===== src/rtl/i2c_bus_conditioner.sv =====
// SCL/SDA input conditioning for the I2C master: synchronise, deglitch, detect
// START/STOP, track bus ownership and flag SCL held low for too long.
module i2c_bus_conditioner #(
  parameter int SYNC_STAGES = 2,
  parameter int FILTER_LEN  = 4,
  parameter int TIMEOUT_W   = 16
) (
  input  logic                 clk,
  input  logic                 rst,
  input  logic                 pad_scl_i,
  input  logic                 pad_sda_i,
  output logic                 scl_f,
  output logic                 sda_f,
  input  logic [TIMEOUT_W-1:0] timeout_limit,
  input  logic                 stuck_clr,
  output logic                 start_det,
  output logic                 stop_det,
  output logic                 bus_busy,
  output logic                 scl_stuck
);

  localparam int              CW       = $clog2(FILTER_LEN + 1);
  localparam logic [CW-1:0]   CNT_LAST = CW'(FILTER_LEN - 1);

  // Bit 0 carries SCL, bit 1 carries SDA through identical conditioning.
  logic [1:0] pad_in;
  logic [1:0] line_s;
  logic [1:0] line_f;

  assign pad_in = {pad_sda_i, pad_scl_i};

  generate
    for (genvar gi = 0; gi < 2; gi++) begin : g_line
      logic [SYNC_STAGES-1:0] sync_reg;
      logic [CW-1:0]          cnt_reg;
      logic                   f_reg;

      always_ff @(posedge clk or posedge rst) begin
        if (rst) begin
          sync_reg <= '1;
          cnt_reg  <= '0;
          f_reg    <= 1'b1;
        end else begin
          sync_reg <= {sync_reg[SYNC_STAGES-2:0], pad_in[gi]};
          // The output only moves after FILTER_LEN mismatches in a row.
          if (line_s[gi] != f_reg) begin
            if (cnt_reg == CNT_LAST) begin
              f_reg   <= line_s[gi];
              cnt_reg <= '0;
            end else begin
              cnt_reg <= cnt_reg + CW'(1);
            end
          end else begin
            cnt_reg <= '0;
          end
        end
      end

      assign line_s[gi] = sync_reg[SYNC_STAGES-1];
      assign line_f[gi] = f_reg;
    end
  endgenerate

  assign scl_f = line_f[0];
  assign sda_f = line_f[1];

  logic                 scl_q_reg;
  logic                 sda_q_reg;
  logic                 start_reg;
  logic                 stop_reg;
  logic                 busy_reg;
  logic                 stuck_reg;
  logic [TIMEOUT_W-1:0] tcnt_reg;

  logic                 start_next;
  logic                 stop_next;
  logic                 stuck_set;
  logic                 tcnt_run;
  logic [TIMEOUT_W:0]   tcnt_inc;

  always_comb begin
    start_next = sda_q_reg & ~sda_f & scl_q_reg & scl_f;
    stop_next  = ~sda_q_reg & sda_f & scl_q_reg & scl_f;
    tcnt_run   = ~scl_f & (timeout_limit != '0) & ~stuck_reg;
    tcnt_inc   = {1'b0, tcnt_reg} + {{TIMEOUT_W{1'b0}}, 1'b1};
    // >= so that lowering the limit below the running count trips at once.
    stuck_set  = tcnt_run & ~stuck_clr & (tcnt_inc >= {1'b0, timeout_limit});
  end

  always_ff @(posedge clk or posedge rst) begin
    if (rst) begin
      scl_q_reg <= 1'b1;
      sda_q_reg <= 1'b1;
      start_reg <= 1'b0;
      stop_reg  <= 1'b0;
      busy_reg  <= 1'b0;
    end else begin
      scl_q_reg <= scl_f;
      sda_q_reg <= sda_f;
      start_reg <= start_next;
      stop_reg  <= stop_next;
      if (start_next) begin
        busy_reg <= 1'b1;
      end else if (stop_next || stuck_set) begin
        busy_reg <= 1'b0;
      end
    end
  end

  always_ff @(posedge clk or posedge rst) begin
    if (rst) begin
      stuck_reg <= 1'b0;
      tcnt_reg  <= '0;
    end else if (stuck_clr) begin
      stuck_reg <= 1'b0;
      tcnt_reg  <= '0;
    end else if (scl_f) begin
      tcnt_reg  <= '0;
    end else if (tcnt_run) begin
      // Count never exceeds the old limit, so the increment cannot overflow.
      tcnt_reg  <= tcnt_inc[TIMEOUT_W-1:0];
      if (stuck_set) begin
        stuck_reg <= 1'b1;
      end
    end
  end

  assign start_det = start_reg;
  assign stop_det  = stop_reg;
  assign bus_busy  = busy_reg;
  assign scl_stuck = stuck_reg;

endmodule

===== config.mk =====
export PLATFORM = sky130hd
export DESIGN_NAME = i2c_bus_conditioner
export DESIGN_NICKNAME = d
export VERILOG_FILES = /design/src/rtl/i2c_bus_conditioner.sv
export SDC_FILE = /design/constraint.sdc
export NUM_CORES = 1
export LEC_CHECK = 0
export CAP_MARGIN = 20
export CORE_ASPECT_RATIO = 1.2
export CORE_MARGIN = 8
export CORE_UTILIZATION = 33
export DETAILED_ROUTE_END_ITERATION = 10
export GPL_TIMING_DRIVEN = 0
export PLACE_DENSITY_LB_ADDON = 0.05
export SLEW_MARGIN = 20
export SYNTH_ARGS = -nofsm -noshare
export SYNTH_HDL_FRONTEND = slang
export SYNTH_SLANG_ARGS = --single-unit

===== constraint.sdc =====
create_clock -name clk -period 3.2 [get_ports clk]
set_clock_uncertainty 0.1 [all_clocks]
set_input_delay 0.64 -clock clk [delete_from_list [all_inputs] [get_ports clk]]
set_output_delay 0.64 -clock clk [all_outputs]
set_load 0.05 [all_outputs]

==> flow_metrics.env <==
export IMPL_r2r_start="tcnt_reg[0]"
export IMPL_register_area_um2=862
export IMPL_ys_seq_elements=34
export IMPL_synth_simple_gate_area_share_pct=20.4
export IMPL_slowest_delay_ns=0.45
export IMPL_synth_top_family_by_area="simple AND/OR/NAND/NOR gates"
export IMPL_reg2reg_to="bus_busy"
export IMPL_min_from="g_line[0].sync_reg[0]"
export IMPL_syn_nets=248
export IMPL_status="finished, final reports clean"
export IMPL_grt_total_usage_pct=11.0
export IMPL_nets=283
export IMPL_drv_cap=0
export IMPL_ff2ff_path_depth=13
export IMPL_synth_area_um2=2040
export IMPL_dpl_cell_count=316
export IMPL_areaGrowthSynthToFinish_pct=24.0
export IMPL_cts_reportedPaths_clkPinSlew_ns=0.07
export IMPL_gp_congestion=0.710
export IMPL_cp_max_fo=9
export IMPL_drtIter0Drc=59
export IMPL_route_detailed_drc=0
export IMPL_port_buffers=26
export IMPL_die_area_um2=8970
export IMPL_yosys_warnings=0
export IMPL_maxSlewHeadroom_pct=52.8
export IMPL_grt_overflow=0
export IMPL_synth_xor_area_share_pct=13.3
export IMPL_tightest_slew_ns=0.706
export IMPL_h_tree_depth=2
export IMPL_yosysSeqAreaShare_pct=42.2
export IMPL_largest_reg_flops=16
export IMPL_crit_type="flop to flop"
export IMPL_n_antenna_cell=0
export IMPL_io_pins=27
export IMPL_synthCells=208
export IMPL_fin_crit_ns=3.00
export IMPL_critical_path_top_delay_family="compound AO/OA/AOI/OAI gates"
export IMPL_routedWlPerCell_um=13.5
export IMPL_layout_commonest_cell="clkdlybuf4s50_1"
export IMPL_antenna_found_initial=0
export IMPL_grt_pass1_wl_um=7790
export IMPL_fillCellCount=597
export IMPL_rows=31
export IMPL_ctsHoldBuffers=0
export IMPL_hold_class="flop to flop"
export IMPL_cts_made_buffers=5
export IMPL_async_reset_ff_share_pct=100
export IMPL_fmax_ghz=0.334
export IMPL_end_kind="flop"
export IMPL_die_x_um=87.8
export IMPL_multiInputGateArea_um2=1090
export IMPL_clk_latency_ns=0.28
export IMPL_path_cells="ha_1 > and3_1 > buf_4 > and3_1 > buf_6 > xor2_1 > ha_1 > nand4_1 > buf_4 > a2111oi_4 > o21ai_1 > a41o_1 > a31o_1"
export IMPL_dr_pass1_iters=4
export IMPL_muxShareOfSynthArea_pct=1.59
export IMPL_via_per_inst=4.71
export IMPL_drive_above_1_share_pct=11.9
export IMPL_setup_viol_count_final=0
export IMPL_initial_core_util_pct=34.0
export IMPL_setup_worst_path_end="bus_busy"
export IMPL_r2r_setup_slack_ns=0.20
export IMPL_grt_max_degree=35
export IMPL_drv_slew=0
export IMPL_critical_path_depth=13
export IMPL_synth_edff_count=0
export IMPL_leakage_uw=0.00118
export IMPL_core_um2=6010
export IMPL_synth_compound_area_share_pct=5.64
export IMPL_cp_required_ns=3.27
export IMPL_startpoint="tcnt_reg[0]"
export IMPL_rsz0062_at_grt="no"
export IMPL_antenna_left=0
export IMPL_syn_avg_cell_area_um2=9.82
export IMPL_critical_path_buf_inv_count=3
export IMPL_worst_setup_path_start_kind="flop"
export IMPL_chipHeight_um=102
export IMPL_synth_ff_type="dfrtp_1"
export IMPL_grt_pass1_vias=1685
export IMPL_yosys_area_share_adder_pct=11.6
export IMPL_clk_path_buf_depth=2
export IMPL_cts_tree="yes"
export IMPL_critPathArrivalTime_ns=3.07
export IMPL_hold_viol_final=0
export IMPL_layout_common_cells="clkdlybuf4s50_1, dfrtp_1, xor2_1"
export IMPL_synth_cell_types=35
export IMPL_fin_crit_sh_pct=93.6
export IMPL_p_per_area_nw_per_um2=495
export IMPL_cts_sinks=34
export IMPL_cts_root_buf="clkbuf_8"
export IMPL_via_count=1534
export IMPL_hpwl_um=3300
export IMPL_finalNonFillerCells=326
export IMPL_routed_wl_um=4390
export IMPL_vdd_drop_max_v=0.000466
export IMPL_cp_slowest_cell="dfrtp_2"
export IMPL_post_route_util_pct=42.1
## worst register-to-register path, delay by kind of cell, from the launching register on
kind | cells | cell delay (ns)
buffers and inverters | 3 | 0.45
AND/OR/NAND/NOR | 3 | 0.43
XOR/XNOR | 1 | 0.14
adder cells (fa/ha/maj) | 2 | 0.57
AO/OA/AOI/OAI | 4 | 0.76
flip-flops | 1 | 0.45
## cell families after synthesis
| kind of cell | Yosys count |
|---|---|
| simple gates | 79 |
| fa+ha+maj | 19 |
| flops | 34 |
| compound gates | 17 |
| xor+xnor | 31 |
| mux | 3 |
| buf+inv | 25 |
## per-stage QoR
| step | hold slack, ns | power, uW | area (um^2) | setup slack [ns] | TNS, ns |
|---|---|---|---|---|---|
| final | 0.256 | 1250 | 2530 | 0.203 | 0 |
| after global routing | 0.260 | 1340 | 2530 | 0.0238 | 0 |
| after CTS | 0.258 | 1270 | 2510 | 0.0132 | 0 |
| after detailed placement | 0.248 | 934 | 2400 | -0.144 | -0.183 |
| after global placement | 0.247 | 933 | 2400 | -0.186 | -0.267 |
| after floorplan | 0.245 | 807 | 2040 | 0.399 | 0 |
## report_power, final
group	internal [uW]	switching (uW)
Combinational	150	205
Sequential	520	57.6
Clock	173	147
Total	844	410
## area by class of cell
cell class                 instances  share of cell area, %
timing repair buffer              28                   10.9
sequential                        34                   34.1
clock inverter                     1                  0.198
multi-input combinational        149                   43.2
inverter                          19                   2.82
clock buffer                       7                   3.41
tap                               82                   4.05
buffer                             6                   1.43
## cell usage after synthesis (3+ instances only)
cell type  instances  area share, %
nand2_1           17            3.1
nand3_1            9            2.2
ha_1              19             12
xnor2_1           11            4.7
nand4_1            8            2.5
nor4_1             4            1.2
dfstp_2            8             10
nor3b_1            3            1.1
inv_1             19            3.5
nor2_1            18            3.3
nor2b_1            4            1.2
and3_1             4            1.2
xor2_1            20            8.6
dfrtp_1           26             32
o21ai_0            4           0.98
nor3_1             4           0.98
a21oi_1            7            1.7
## per-layer routing
| layer | up-vias | routed length (um) | global-route usage [%] |
|---|---|---|---|
| li1 | 774 | - | - |
| met5 | - | 0 | 0 |
| met2 | 32 | 2010 | 17.9 |
| met1 | 720 | 2040 | 13.0 |
| met3 | 8 | 258 | 3.22 |
| met4 | 0 | 83 | 4.77 |
## how the worst min path moves through the flow
stage / to / cells after the start
after floorplan: g_line[0].sync_reg[1] / 0
after global placement: g_line[1].sync_reg[1] / 0
after detailed placement: g_line[1].sync_reg[1] / 0
after CTS: g_line[1].sync_reg[1] / 0
after global routing: g_line[0].sync_reg[1] / 0
final: g_line[0].sync_reg[1] / 0
## timing repair
| action | 4_1_cts | 5_1_grt |
|---|---|---|
| endpoints found under the setup margin | 2 | 2 |
| pin swaps | 0 | 3 |
| resized for setup | 3 | 2 |
| buffers inserted | 0 | 2 |
Power figures use the tool's default switching activity.
